<file path="src/rtl/router_sync_n.sv">
// Address latch, FIFO write steering and stalled-FIFO supervision for an N-port router.
// Latency: write_enb/fifo_full/vld_out combinational; addr_err, soft_reset, timeout_status one edge.
// Backpressure: none consumed here; fifo_full reflects the addressed FIFO so the FSM can stall.
module router_sync_n #(
    parameter int NUM_PORTS = 3,
    parameter int ADDR_W    = 2,
    parameter int TIMEOUT   = 30,
    parameter int CNT_W     = 5
) (
    input  logic                 clock,
    input  logic                 reset,
    input  logic                 detec_addr,
    input  logic [ADDR_W-1:0]    data_in,
    input  logic                 write_enb_reg,
    input  logic [NUM_PORTS-1:0] read_enb,
    input  logic [NUM_PORTS-1:0] full,
    input  logic [NUM_PORTS-1:0] empty,
    input  logic                 status_clr,
    output logic [NUM_PORTS-1:0] write_enb,
    output logic                 fifo_full,
    output logic [NUM_PORTS-1:0] vld_out,
    output logic [NUM_PORTS-1:0] soft_reset,
    output logic                 addr_err,
    output logic [NUM_PORTS-1:0] timeout_status
);

    // One extra bit so NUM_PORTS == 2**ADDR_W still compares correctly.
    localparam logic [ADDR_W:0]  NUM_PORTS_W = (ADDR_W+1)'(NUM_PORTS);
    localparam logic [CNT_W-1:0] CNT_LAST    = CNT_W'(TIMEOUT - 1);

    logic [ADDR_W-1:0]    addr_q, addr_d;
    logic                 addr_err_q, addr_err_d;
    logic [CNT_W-1:0]     cnt_q [NUM_PORTS];
    logic [CNT_W-1:0]     cnt_d [NUM_PORTS];
    logic [NUM_PORTS-1:0] soft_reset_q, soft_reset_d;
    logic [NUM_PORTS-1:0] timeout_status_q, timeout_status_d;

    logic                 addr_valid;
    logic [NUM_PORTS-1:0] port_sel;
    logic [NUM_PORTS-1:0] stalled;

    // Decode the latched address; an out-of-range address selects no port at all.
    always_comb begin
        addr_valid = ({1'b0, addr_q} < NUM_PORTS_W);
        port_sel   = '0;
        for (int i = 0; i < NUM_PORTS; i++) begin
            port_sel[i] = addr_valid && (addr_q == ADDR_W'(i));
        end
        write_enb = write_enb_reg ? port_sel : '0;
        fifo_full = |(full & port_sel);
        vld_out   = ~empty;
        stalled   = ~empty & ~read_enb;
    end

    // Next-state: header address capture and per-port stall timeout counters.
    always_comb begin
        addr_d           = addr_q;
        addr_err_d       = addr_err_q;
        cnt_d            = cnt_q;
        soft_reset_d     = '0;
        timeout_status_d = timeout_status_q;

        if (detec_addr) begin
            addr_d     = data_in;
            addr_err_d = ({1'b0, data_in} >= NUM_PORTS_W);
        end

        for (int i = 0; i < NUM_PORTS; i++) begin
            if (!stalled[i]) begin
                cnt_d[i] = '0;
            end else if (cnt_q[i] == CNT_LAST) begin
                cnt_d[i]        = '0;
                soft_reset_d[i] = 1'b1;
            end else begin
                cnt_d[i] = cnt_q[i] + CNT_W'(1);
            end

            // A new timeout outranks a simultaneous software clear.
            if (soft_reset_d[i]) begin
                timeout_status_d[i] = 1'b1;
            end else if (status_clr) begin
                timeout_status_d[i] = 1'b0;
            end
        end
    end

    // State registers, cleared immediately by the asynchronous reset.
    always_ff @(posedge clock or negedge reset) begin
        if (!reset) begin
            addr_q           <= '0;
            addr_err_q       <= 1'b0;
            soft_reset_q     <= '0;
            timeout_status_q <= '0;
            for (int i = 0; i < NUM_PORTS; i++) begin
                cnt_q[i] <= '0;
            end
        end else begin
            addr_q           <= addr_d;
            addr_err_q       <= addr_err_d;
            soft_reset_q     <= soft_reset_d;
            timeout_status_q <= timeout_status_d;
            for (int i = 0; i < NUM_PORTS; i++) begin
                cnt_q[i] <= cnt_d[i];
            end
        end
    end

    assign soft_reset     = soft_reset_q;
    assign addr_err       = addr_err_q;
    assign timeout_status = timeout_status_q;

endmodule

</file>
<file path="config.mk">
export PLATFORM = sky130hd
export DESIGN_NAME = router_sync_n
export DESIGN_NICKNAME = d
export VERILOG_FILES = /design/src/rtl/router_sync_n.sv
export SDC_FILE = /design/constraint.sdc
export NUM_CORES = 1
export LEC_CHECK = 0
export CAP_MARGIN = 20
export CORE_MARGIN = 1.5
export CORE_UTILIZATION = 46
export CTS_CLUSTER_SIZE = 24
export DETAILED_ROUTE_END_ITERATION = 8
export PLACE_DENSITY = 0.83
export RECOVER_POWER = 50
export SLEW_MARGIN = 40
export SYNTH_ARGS = -nofsm -noshare
export SYNTH_HDL_FRONTEND = slang
export SYNTH_SLANG_ARGS = --single-unit
</file>
<file path="constraint.sdc">
create_clock -name clock -period 1.2 [get_ports clock]
set_input_delay 0.12 -clock clock [delete_from_list [all_inputs] [get_ports clock]]
set_output_delay 0.12 -clock clock [all_outputs]
set_load 0.01 [all_outputs]
</file>
* Yosys cells after proc, flatten, opt, wreduce, memory -nomap -nowiden
Cells that the tools add are included.
** Storage, ports and cells
- Register bits :: 24
- Logic and storage cells :: 48
- Output and inout bits :: 14
- Input bits :: 16
** Operators by class
- Add/sub/neg operators :: 3
- Reduce and logical (&&, ||, !) cells :: 8
- Order comparisons :: 2
- Bitwise gates (word level) :: 4
- Muxes and demuxes :: 17
- Eq/ne operators :: 5
** Operators with widths (number)
- 5-bit two-way mux :: 6
- 5-bit by 1-bit adder with 5-bit output, second input constant :: 3
- 5-bit == test, second input constant :: 3
- 1-bit two-way mux :: 10
- 3-bit AND :: 2
- 3-bit inverter :: 2
- 2-bit nonzero test :: 3
- 1-bit logical AND :: 3
- 3-bit two-way mux :: 1
- 3-bit OR reduction :: 1
- 2-bit by 1-bit == test with 1-bit output, second input constant :: 1
- 2-bit == test, second input constant :: 1
- 2-bit >= comparator, second input constant :: 1
- 2-bit zero test :: 1
- 2-bit less-than comparator, second input constant :: 1

* Depth between registers and ports, before layout
- Depth in word-level cells :: 4
- Mapped depth :: 5
- Gate-level depth less buffers :: 5

* Worst setup path after synthesis
Ideal clock, no wire load.
- Path kind :: register to register
- Start point :: register cnt_q[0] (netlist bit)
- End point :: register cnt_q[4] (netlist bit)
- Arrival :: 879 ps
- Data required time :: 1079 ps
- Stages on the path, launching flop included :: 5
- Buffers on the path :: 0
- Path slack :: 200 ps
- Library setup time :: 121 ps
- Period minus slack after synthesis :: 1000 ps
- Cell sequence :: dfrtp_1 -> ha_1 -> nand3_1 -> xor2_1 -> nor2_1
** RTL lines
- start: declaration :: RTL line 33 : logic [CNT_W-1:0] cnt_q [NUM_PORTS];
- start signal: indexed assignment :: RTL line 103 : cnt_q[i] <= cnt_d[i];

* Final worst setup path
- Start point :: register addr_q[0]
- End point :: output fifo_full
** On the way
- Cells in the longest elaborated chain, start to end :: 4
- Elaborated cells between the ends (all ways) :: 9
** RTL lines
- start: declaration :: RTL line 31 : logic [ADDR_W-1:0] addr_q, addr_d;
- start signal: assignment :: RTL line 98 : addr_q <= addr_d;
- 2-bit less-than comparator (tied with other cells) :: RTL line 44 : addr_valid = ({1'b0, addr_q} < NUM_PORTS_W);
- 1-bit logical AND :: RTL line 47 : port_sel[i] = addr_valid && (addr_q == ADDR_W'(i));
- 3-bit AND * :: RTL line 50 : fifo_full = |(full & port_sel);
- 3-bit OR reduction * :: RTL line 50
- end: declaration :: RTL line 20 : output logic fifo_full,
Every way passes the cells marked *; elsewhere a longest branch is shown, timed or not.

==> impl_metrics.ini <==
[floorplanning]
die_w_um = 51.1
row_count = 17
start_util = 0.485
die_height_um = 51.1
fp.coreArea_um2 = 2190
ioPinCount = 30
area_of_the_die_um2 = 2610

[sta]
setup-violations-final = 3
post-route-period-util = 1.10
relSlewSlack = 0.631
drv_slew = 0
timing_hold_violations_final = 0
rsz0062_at_grt = true
final_period_minus_worst_setup_slack_ns = 1.32
clock.fmax_ghz = 0.756
worst-slew-pin-transition_ns = 0.553
fin_skew_ns = 0.00621
postLayoutSetupSlackWorst_ns = -0.124

[status]
outcome = complete, but fails checks
failed_checks = negative setup slack

[global_routing]
grt_max_degree = 25
wire_length_of_the_first_global_routing_pass_mm = 3.18
grtUsageMet2 = 0.279
gr-total-overflow = 0
globalRouteTotalUtil = 0.166
vias_in_the_first_global_route = 760
globalRoute.busiestLayer = met2
use_met1 = 0.200
global_route.usage.met3 = 0.0409
grt_antenna_before_repair = 0

[synthesis]
mappedNetlistArea_um2 = 1060
postSynthCellCount = 93
synth-seq-area-share = 0.565
yosysTopAreaCell = sky130_fd_sc_hd__dfrtp_1
synth-seq-cells = 24
synth-adder-area-share = 0.0706
avgSynthCellArea_um2 = 11.4
synth_simple_gate_area_frac = 0.201
synth_xor_xnor_area_share = 0.0741
synthesis.yosys.warnings = 0
yosys-mux-area-fraction = 0.0306
synth.lib_cells_used.distinct = 17
synth_top_family_by_area = simple AND/OR/NAND/NOR gates
synth_largest_type_area_fraction = 0.565
synth_area_leaders = sky130_fd_sc_hd__dfrtp_1, sky130_fd_sc_hd__ha_1, sky130_fd_sc_hd__nor2_1, sky130_fd_sc_hd__xor2_1, sky130_fd_sc_hd__nand4_2
syn-num-nets = 115
synth_compound_area_frac = 0.0306

[clock_network]
clock_insertion_delay_worst_skew_ns = 0.31
tritoncts_clock_tree = done
clk_root_buffer_cell = sky130_fd_sc_hd__clkbuf_4
clkSinkCount = 24
cts-buffers-inserted = 3
path_clk_slew_ns = 0.13
cts_htree_levels = 1
hold_buffers = 0
cts_buffer_depth = 2

[critical_path]
required_ns = 1.08
critPathLaunchType = register
ff2ff_setup_slack_ns = 0.07
path_class = register to primary output
critPathMaxFanout = 4
worst-endpoint-arrival_ns = 1.20
end_kind = primary output

[drt]
num_vias = 805
routed_wl_mm = 1.88
avgViaCountPerCell = 5.03
drt_iter0_markers = 11
antenna_violation_net_count_after_detailed_routing = 0
post-route-drc-count = 0
detail_route.wl_per_cell_um = 11.8
detailedRoute.firstPassIterationCount = 4

[placed_design]
post-place-cells = 154
gp_routability_congestion = 0.685
hpwl_mm = 1.42
place_area_um2 = 1420
io_buffers = 29

[job]
max_cap_viols = 0

[hold_path]
hp-class = primary input to asynchronous set/reset pin

[final_layout]
layoutNonFillerInstCount = 160
final_design_area_no_fill_um2 = 1430
diodes = 0
post_route_cells_drive_above_1_share = 0.159
layout-area-overhead-vs-synth_pct = 34.8
nNetsFinal = 155
filler_cell_count = 178

[pwr]
max-vdd-ir-drop_mv = 0.550
power.density_nw_per_um2 = 1010
power.leakage_nw = 0.764
[critical path, cell delays in order (launching register included)]
cell                      delay, ns
sky130_fd_sc_hd__dfrtp_1       0.42
sky130_fd_sc_hd__buf_6         0.13
sky130_fd_sc_hd__mux2i_1       0.10
sky130_fd_sc_hd__o21ai_1       0.10
sky130_fd_sc_hd__buf_2         0.14
[through the flow]
stage	hold slack (ns)	utilization	total power, mW	setup WS, ns	TNS, ns
2_1_floorplan	-0.176	-	0.918	0.200	0
5_1_grt	0.355	0.654	1.52	-0.211	-0.543
3_5_place_dp	0.472	0.648	1.05	-0.259	-1.11
4_1_cts	0.152	0.658	1.46	-0.137	-0.241
3_3_place_gp	0.462	0.648	1.04	-0.241	-0.997
6_report	0.304	0.654	1.44	-0.124	-0.227
[area by class of cell]
| cell class | instances | area (µm²) | area share |
|---|---|---|---|
| multi-input cells | 61 | 428 | 0.298 |
| flip-flops and latches | 24 | 601 | 0.419 |
| well taps | 28 | 35.0 | 0.0244 |
| repair buffers | 35 | 304 | 0.212 |
| inverters | 8 | 30.0 | 0.0209 |
| clock buffers | 4 | 36.3 | 0.0253 |
[per-layer routing]
metal  up-vias  wire [µm]
li1        386          -
met1       383        831
met2        30        900
met3         6        115
met4         0         36
met5         -          0
[worst paths after layout]
kind,from,endpoint,depth (start not counted)
min reg2reg,timeout_status[0],timeout_status[0],1
min,reset,cnt_q[12],2
min in group clock,read_enb[1],soft_reset[1],2
max in group asynchronous,reset,addr_err,2
max reg2reg,cnt_q[6],timeout_status[1],5
max,addr_q[0],fifo_full,4
[synthesized netlist by cell type]
cell type and number:
sky130_fd_sc_hd__xor2_1 6, sky130_fd_sc_hd__xnor2_1 3, sky130_fd_sc_hd__nand4_2 3, sky130_fd_sc_hd__o21ai_0 2
sky130_fd_sc_hd__nand2_1 3, sky130_fd_sc_hd__nor3b_1 1, sky130_fd_sc_hd__nor2_1 18, sky130_fd_sc_hd__nand3_1 7
sky130_fd_sc_hd__nand3b_1 1, sky130_fd_sc_hd__mux2i_1 1, sky130_fd_sc_hd__nor3_2 3, sky130_fd_sc_hd__a21o_1 3
sky130_fd_sc_hd__mux2_2 2, sky130_fd_sc_hd__ha_1 6, sky130_fd_sc_hd__inv_1 8, sky130_fd_sc_hd__and3b_1 2
sky130_fd_sc_hd__dfrtp_1 24
[power by group]
| group | internal [mW] | leakage [nW] | switching (mW) | total [mW] |
|---|---|---|---|---|
| combinational | 0.102 | 0.416 | 0.0795 | 0.182 |
| sequential | 0.827 | 0.327 | 0.0174 | 0.845 |
| clock | 0.185 | 0.0210 | 0.230 | 0.415 |
| total | 1.11 | 0.764 | 0.326 | 1.44 |
[sequential cells by signal, summed over array words and instances, names as in the netlist]
signal and flops:
addr_q 2, timeout_status 3, soft_reset 3, cnt_q 15
addr_err 1
[layout by cell type (no fill, tap or decap)]
cell and n:
sky130_fd_sc_hd__nor2_1 18, sky130_fd_sc_hd__nand2_1 3, sky130_fd_sc_hd__buf_6 1, sky130_fd_sc_hd__xnor2_1 3, sky130_fd_sc_hd__nor3b_1 1, sky130_fd_sc_hd__and3b_1 2
sky130_fd_sc_hd__ha_1 6, sky130_fd_sc_hd__o21ai_0 1, sky130_fd_sc_hd__clkbuf_8 1, sky130_fd_sc_hd__nand3_1 7, sky130_fd_sc_hd__dlygate4sd3_1 2, sky130_fd_sc_hd__mux2_2 2
sky130_fd_sc_hd__nand4_2 3, sky130_fd_sc_hd__dfrtp_1 24, sky130_fd_sc_hd__buf_2 4, sky130_fd_sc_hd__clkbuf_4 3, sky130_fd_sc_hd__dlygate4sd2_1 10, sky130_fd_sc_hd__nor3_1 1
sky130_fd_sc_hd__buf_4 4, sky130_fd_sc_hd__clkbuf_2 1, sky130_fd_sc_hd__xor2_1 6, sky130_fd_sc_hd__o21ai_1 1, sky130_fd_sc_hd__nand3b_1 1, sky130_fd_sc_hd__mux2i_1 1
sky130_fd_sc_hd__clkdlybuf4s50_1 13, sky130_fd_sc_hd__a21o_1 3, sky130_fd_sc_hd__inv_1 8, sky130_fd_sc_hd__nor3_2 2
[cell families (layout without fill, tap and decap cells)]
logic type,count (synthesis),after routing
AO/OA/AOI/OAI,5,5
XOR/XNOR,9,9
adder cells (fa/ha/maj),6,6
buffers and inverters,8,47
flip-flops,24,24
multiplexers,3,3
AND/OR/NAND/NOR,38,38
[repair_timing]
action                     4_1_cts  5_1_grt
cloned                           0        0
setup endpoints to repair       14        4
resized for setup               28        0
buffers inserted                 2        0
pin swaps                        0        1
Note: power is estimated with default switching activity, not from simulation.
